**config.mk**
```make
export PLATFORM = sky130hd
export DESIGN_NAME = dtree_seq_classifier
export DESIGN_NICKNAME = d
export VERILOG_FILES = /design/src/rtl/dtree_seq_classifier.sv
export SDC_FILE = /design/constraint.sdc
export NUM_CORES = 1
export LEC_CHECK = 0
export CORE_UTILIZATION = 30
export CTS_BUF_LIST = sky130_fd_sc_hd__clkbuf_16
export DETAILED_ROUTE_END_ITERATION = 6
export GPL_TIMING_DRIVEN = 0
export HOLD_SLACK_MARGIN = 0.15
export PLACE_DENSITY = 0.52
export SYNTH_ARGS = -nofsm -noshare
export SYNTH_HDL_FRONTEND = slang
export SYNTH_SLANG_ARGS = --single-unit
export TNS_END_PERCENT = 5
```
**constraint.sdc**
```tcl
create_clock -name clk -period 11.9 [get_ports clk]
set_input_delay 2.975 -clock clk [delete_from_list [all_inputs] [get_ports clk]]
set_output_delay 2.975 -clock clk [all_outputs]
set_load 0.05 [all_outputs]
```
**src/rtl/dtree_seq_classifier.sv**
```systemverilog
// ---------------------------------------------------------------------------
// dtree_seq_classifier
//
// Sequential, table-driven decision-tree classifier. A feature vector is
// accepted over a valid/ready handshake. The tree is then walked one node per
// clock, starting at node 0, until a leaf is reached. The leaf's class is
// presented over a second valid/ready handshake. The node table is a
// runtime-writable register array. It can be written only while the block is
// idle.
//
// Node word layout, MSB to LSB:
//   leaf(1) | feat_idx(FIW) | thr(FEAT_W) | left(NODE_AW) | right(NODE_AW)
// A leaf node's class is thr[CLASS_W-1:0].
//
// Ports:
//   clk, rst_n          clock (rising edge), asynchronous active-low reset
//   cfg_we/addr/wdata   node table write port, honoured only when cfg_ready
//   cfg_ready           high in IDLE
//   in_valid/in_ready   feature vector handshake
//   in_feat             feature i at bits [i*FEAT_W +: FEAT_W]
//   out_valid/out_ready result handshake
//   out_class           predicted class
//   out_err             walk aborted (depth overrun or bad feature index)
//
// Optional build macro DTREE_PATH_TRACE_EN adds these outputs:
//   out_depth           internal nodes evaluated for the current result
//   out_leaf            index of the final node evaluated
// ---------------------------------------------------------------------------
module dtree_seq_classifier #(
    parameter int NUM_FEATURES = 16,
    parameter int FEAT_W       = 8,
    parameter int CLASS_W      = 4,
    parameter int NODE_AW      = 6,
    parameter int MAX_DEPTH    = 8,
    localparam int FIW     = ($clog2(NUM_FEATURES) < 1) ? 1 : $clog2(NUM_FEATURES),
    localparam int NODE_W  = 1 + FIW + FEAT_W + 2 * NODE_AW,
    localparam int DEPTH_W = $clog2(MAX_DEPTH + 1)
) (
    input  logic                           clk,
    input  logic                           rst_n,
    input  logic                           cfg_we,
    input  logic [NODE_AW-1:0]             cfg_addr,
    input  logic [NODE_W-1:0]              cfg_wdata,
    output logic                           cfg_ready,
    input  logic                           in_valid,
    output logic                           in_ready,
    input  logic [NUM_FEATURES*FEAT_W-1:0] in_feat,
    output logic                           out_valid,
    input  logic                           out_ready,
    output logic [CLASS_W-1:0]             out_class,
`ifdef DTREE_PATH_TRACE_EN
    output logic [DEPTH_W-1:0]             out_depth,
    output logic [NODE_AW-1:0]             out_leaf,
`endif
    output logic                           out_err
);

    typedef enum logic [1:0] {IDLE = 2'd0, WALK = 2'd1, DONE = 2'd2} state_t;

    state_t                state_q, state_d;
    logic [NODE_AW-1:0]    ptr_q, ptr_d;
    logic [DEPTH_W-1:0]    depth_q, depth_d;
    logic [CLASS_W-1:0]    class_q, class_d;
    logic                  err_q, err_d;
    logic [FEAT_W-1:0]     feat_q [NUM_FEATURES];
    logic [FEAT_W-1:0]     feat_d [NUM_FEATURES];
    logic [NODE_W-1:0]     node_mem [2**NODE_AW];

    // Fields of the node currently addressed by the walk pointer.
    logic [NODE_W-1:0]     node;
    logic                  node_leaf;
    logic [FIW-1:0]        node_idx;
    logic [FEAT_W-1:0]     node_thr;
    logic [NODE_AW-1:0]    node_left;
    logic [NODE_AW-1:0]    node_right;
    logic [FEAT_W-1:0]     feat_sel;
    logic                  idx_ok;

    always_comb begin
        node       = node_mem[ptr_q];
        node_leaf  = node[NODE_W-1];
        node_idx   = node[NODE_W-2 -: FIW];
        node_thr   = node[2*NODE_AW +: FEAT_W];
        node_left  = node[NODE_AW +: NODE_AW];
        node_right = node[0 +: NODE_AW];
        // The index field may encode values beyond NUM_FEATURES. Decode it
        // explicitly so that an out-of-range index selects zero instead of
        // indexing past the end of the array.
        feat_sel = '0;
        for (int i = 0; i < NUM_FEATURES; i++) begin
            if (node_idx == FIW'(i)) feat_sel = feat_q[i];
        end
        idx_ok = ({1'b0, node_idx} < (FIW+1)'(NUM_FEATURES));
    end

    // Input vector capture. This is data only, so it has no reset.
    always_comb begin
        for (int i = 0; i < NUM_FEATURES; i++) begin
            feat_d[i] = (state_q == IDLE && in_valid) ? in_feat[i*FEAT_W +: FEAT_W] : feat_q[i];
        end
    end

    always_ff @(posedge clk) begin
        feat_q <= feat_d;
    end

    // The table is not reset; it keeps its contents across rst_n.
    always_ff @(posedge clk) begin
        if (cfg_we && state_q == IDLE) node_mem[cfg_addr] <= cfg_wdata;
    end

    // State register and walk control.
    always_ff @(posedge clk or negedge rst_n) begin
        if (!rst_n) begin
            state_q <= IDLE;
            ptr_q   <= '0;
            depth_q <= '0;
            class_q <= '0;
            err_q   <= 1'b0;
        end else begin
            state_q <= state_d;
            ptr_q   <= ptr_d;
            depth_q <= depth_d;
            class_q <= class_d;
            err_q   <= err_d;
        end
    end

    // Next-state logic. The walk evaluates one node per cycle. The abort
    // checks precede the depth increment, so depth never exceeds MAX_DEPTH.
    always_comb begin
        state_d = state_q;
        ptr_d   = ptr_q;
        depth_d = depth_q;
        class_d = class_q;
        err_d   = err_q;
        case (state_q)
            IDLE: begin
                if (in_valid) begin
                    state_d = WALK;
                    ptr_d   = '0;
                    depth_d = '0;
                end
            end
            WALK: begin
                if (node_leaf) begin
                    class_d = node_thr[CLASS_W-1:0];
                    err_d   = 1'b0;
                    state_d = DONE;
                end else if (depth_q == DEPTH_W'(MAX_DEPTH) || !idx_ok) begin
                    class_d = '0;
                    err_d   = 1'b1;
                    state_d = DONE;
                end else begin
                    ptr_d   = (feat_sel <= node_thr) ? node_left : node_right;
                    depth_d = depth_q + DEPTH_W'(1);
                end
            end
            DONE: begin
                if (out_ready) state_d = IDLE;
            end
            default: state_d = IDLE;
        endcase
    end

    // Output decode.
    always_comb begin
        in_ready  = (state_q == IDLE);
        cfg_ready = (state_q == IDLE);
        out_valid = (state_q == DONE);
        out_class = class_q;
        out_err   = err_q;
`ifdef DTREE_PATH_TRACE_EN
        // A terminal node leaves the pointer and depth untouched, so these
        // registers already describe the finished walk.
        out_depth = depth_q;
        out_leaf  = ptr_q;
`endif
    end

endmodule

```
==> key figures <==
Synth
  • FFs w/ async S/R, synth: 0.9742%
  • Post-synth EDFFs: 1,728
  • Top_reg_cell synth: edfxtp_1
  • Cell accounting for the most synthesized area: edfxtp_1
  • Seq/Total Area, Yosys: 77.92%
  • Syn Nets: 3,008
  • Most common cell in the netlist: edfxtp_1
  • Syn Area/Cell: 23.69 sq um
  • Main area contributors after synthesis: edfxtp_1, mux4_2, dfrtp_1
  • Synthesized cell area: 67,140 sq um
  • Flops & latches, synth: 1,745
  • Mapped Cells: 2,834
  • Number of synthesis warnings: 0
  • Cell variety after synth: 68
  • Post-synth top area share: 77.29%
  • Post-synth top cells: edfxtp_1, mux4_2, nor2_1

Clock tree
  • Clk root buf: clkbuf_16
  • Clock Latency Late Sink: 840 ps
  • CTS clk-pin slew, worst paths: 70 ps
  • Htree depth: 4
  • CTS buffer count: 174
  • Clk sinks: 1,745
  • PostCTS Resize Cnt: 0
  • TritonCTS clock tree: done
  • Hold-fix buffers, CTS: 0
  • CTS max path bufs: 3
  • Post-CTS setup buffers: 0

Status
  • Status: completed

Timing
  • Setup-failing EPs final: 0
  • Unrepaired setup endpoints after global routing: no
  • Period utilization: 70.73%
  • Final hold violation count: 0
  • Worst slew pin tran: 1477 ps
  • Slew margin rel.: 1.542%
  • Final TNS setup: 0 ps
  • Max-slew violations: 0
  • Skew final: 36.40 ps
  • Min cycle time layout: 8417 ps
  • Final worst setup slack: 3483 ps
  • FMAX: 118.8 MHz

Finish
  • Layout Nets: 3,449
  • Cell Count, Final, Fillers Out: 6,386
  • Fill count: 20,259
  • Design Area, Final: 80,560 sq um
  • Layout cells sized above 1: 30.06%
  • Area grow syn2layout: 19.99%

Critical path
  • Reg2reg setup slack: 3480 ps
  • Reg-to-reg startpoint: ptr_q[2]
  • Buf+Inv Stages, Crit Path: 9
  • Most frequent CP cell: buf_2
  • Critical path data required time: 12,550 ps
  • Slowest-stage cell, CP: clkbuf_1
  • Stages on worst setup path: 21
  • Critical path capture point type: flop
  • Largest delay share family, worst path: buffers and inverters
  • Critical Path Source: ptr_q[2]
  • CP startpoint kind: flop
  • Worst path cell trace: buf_2, buf_2, buf_2, buf_4, buf_2, buf_2, buf_2, clkbuf_1, mux4_2, mux4_2, inv_1, ha_1, nor2b_1, o21a_1, o21a_1, o21ai_0, a21oi_1, o31ai_4, mux4_2, a21oi_1, a31oi_1
  • Arr. time, crit path: 9070 ps
  • Worst R2R Path Depth: 21
  • Slowest Stage Delay on Critical Path: 860 ps
  • Worst setup path category: reg2reg
  • Worst-path maximum fanout: 10

GRT
  • Vias in the first global route: 33,587
  • Grt ovf: 0
  • Total GRT Usage: 18.20%
  • Largest net degree at the start of global routing: 66
  • First-pass GRT wire length: 281,600 um
  • Antenna violations before repair: 21

Route
  • Vias after detailed routing: 33,485
  • DRC: 0
  • Initial DRC Count: 3,998
  • Post-Route WL: 206,600 um
  • Pre-Repair DR Iteration Count: 7
  • Vias/cell: 5.244
  • Final ANT Viol Nets: 0
  • Wirelength per Cell: 32.36 um

Power
  • Cell Pwr Density: 200.7 nW/um^2
  • Leak pwr: 0.02442 uW
  • VDD IR-drop max: 0.1700 mV

Min path
  • Hold depth: 1
  • Hold path startpoint: out_class[2]
  • Worst Hold Class: reg2reg

Die
  • Core ar.: 222,300 sq um
  • Die W: 475.1 um
  • Core Rows: 173
  • Initial Utilization: 30.20%
  • Die ar.: 225,700 sq um
  • Ports: 172
  • Die height: 475.1 um

Placement
  • Pre-CTS setup slack: 3330 ps
  • Global placer's final weighted congestion: 0.8194
  • Hpwl dp: 135,600 um
  • Post-DP Area: 75,030 sq um
  • PortBufs: 168
  • Placed instance count: 6,073

Flow run
  • Max-Cap Viols: 0
[layer usage]
layer | track usage [%] | share of wire (%) | vias to the layer above
li1 | - | - | 13094
met1 | 25.32 | 42 | 18544
met2 | 28.89 | 47 | 1511
met3 | 3.785 | 8.2 | 322
met4 | 4.793 | 2.7 | 14
met5 | 0 | 0.039 | -
[cell families after synthesis]
group / after synthesis / share of synthesized area (%)
buffers and inverters: 168 / 1.139
DFF: 1745 / 77.92
muxes: 540 / 17.71
adders and majority gates: 10 / 0.1864
xor gates and xnor gates: 3 / 0.03914
and+or+nand+nor: 240 / 1.642
AOI/OAI and AO/OA: 128 / 1.364
[per-stage QoR]
step	utilization [%]	hold WS (ps)	power (uW)
final	36.24	510.2	16170
after global routing	36.23	536.2	16690
after CTS	36.23	514.3	16280
after detailed placement	33.75	494.3	10940
after global placement	32.63	499.1	10890
after floorplan	-	504.4	9350
[state kept, by name, summed over array words and instances, names as in the netlist]
| register | cells |
|---|---|
| node_mem | 1600 |
| depth_q | 4 |
| state_q | 2 |
| out_err | 1 |
| ptr_q | 6 |
| feat_q | 128 |
| out_class | 4 |
[where the power goes]
group          switching (uW)  internal [uW]
logic                    2310           1520
registers                44.1           6920
clock network            2420           2960
total                    4770          11400
[final cells by class]
cell class | instances | area, sq um | share of cell area (%)
Inverter | 21 | 78.83 | 0.09785
Multi-Input combinational cell | 921 | 14560 | 18.07
Timing Repair Buffer | 265 | 3689 | 4.579
Clock inverter | 133 | 1116 | 1.385
Clock buffer | 175 | 4379 | 5.436
Antenna cell | 4 | 10.01 | 0.01243
Sequential cell | 1745 | 52320 | 64.94
Tap cell | 2975 | 3722 | 4.621
Buffer | 147 | 690.7 | 0.8574
[path summary, 6_finish.rpt]
check | endpoint
min in group asynchronous | ptr_q[4]
max in group asynchronous | state_q[0]
worst min register to register | out_class[2]
worst max register to register | ptr_q[5]
worst max-delay path | ptr_q[5]
worst min-delay path | out_class[2]
[placed cells by master, fill, tap and decap left out, types with 5 or more instances in the layout]
| cell type | n |
|---|---|
| a21oi_1 | 20 |
| a22o_1 | 7 |
| a22oi_1 | 7 |
| and2_1 | 5 |
| buf_1 | 11 |
| buf_12 | 70 |
| buf_16 | 26 |
| buf_2 | 72 |
| buf_4 | 12 |
| bufinv_16 | 13 |
| clkbuf_1 | 69 |
| clkbuf_16 | 175 |
| clkdlybuf4s50_1 | 143 |
| clkinv_1 | 39 |
| clkinv_16 | 5 |
| clkinv_2 | 15 |
| clkinv_8 | 6 |
| dfrtp_1 | 17 |
| edfxtp_1 | 1728 |
| ha_1 | 10 |
| inv_1 | 63 |
| inv_6 | 5 |
| mux2_2 | 12 |
| mux2i_1 | 8 |
| mux4_2 | 516 |
| nand2_1 | 61 |
| nand2b_1 | 9 |
| nand3_1 | 26 |
| nor2_1 | 30 |
| nor2_4 | 64 |
| nor2b_1 | 9 |
| nor3_1 | 6 |
| o21ai_0 | 25 |
| o221ai_1 | 5 |
| o22ai_1 | 8 |
| or2_2 | 6 |
Note: power is estimated with default switching activity, not from simulation.
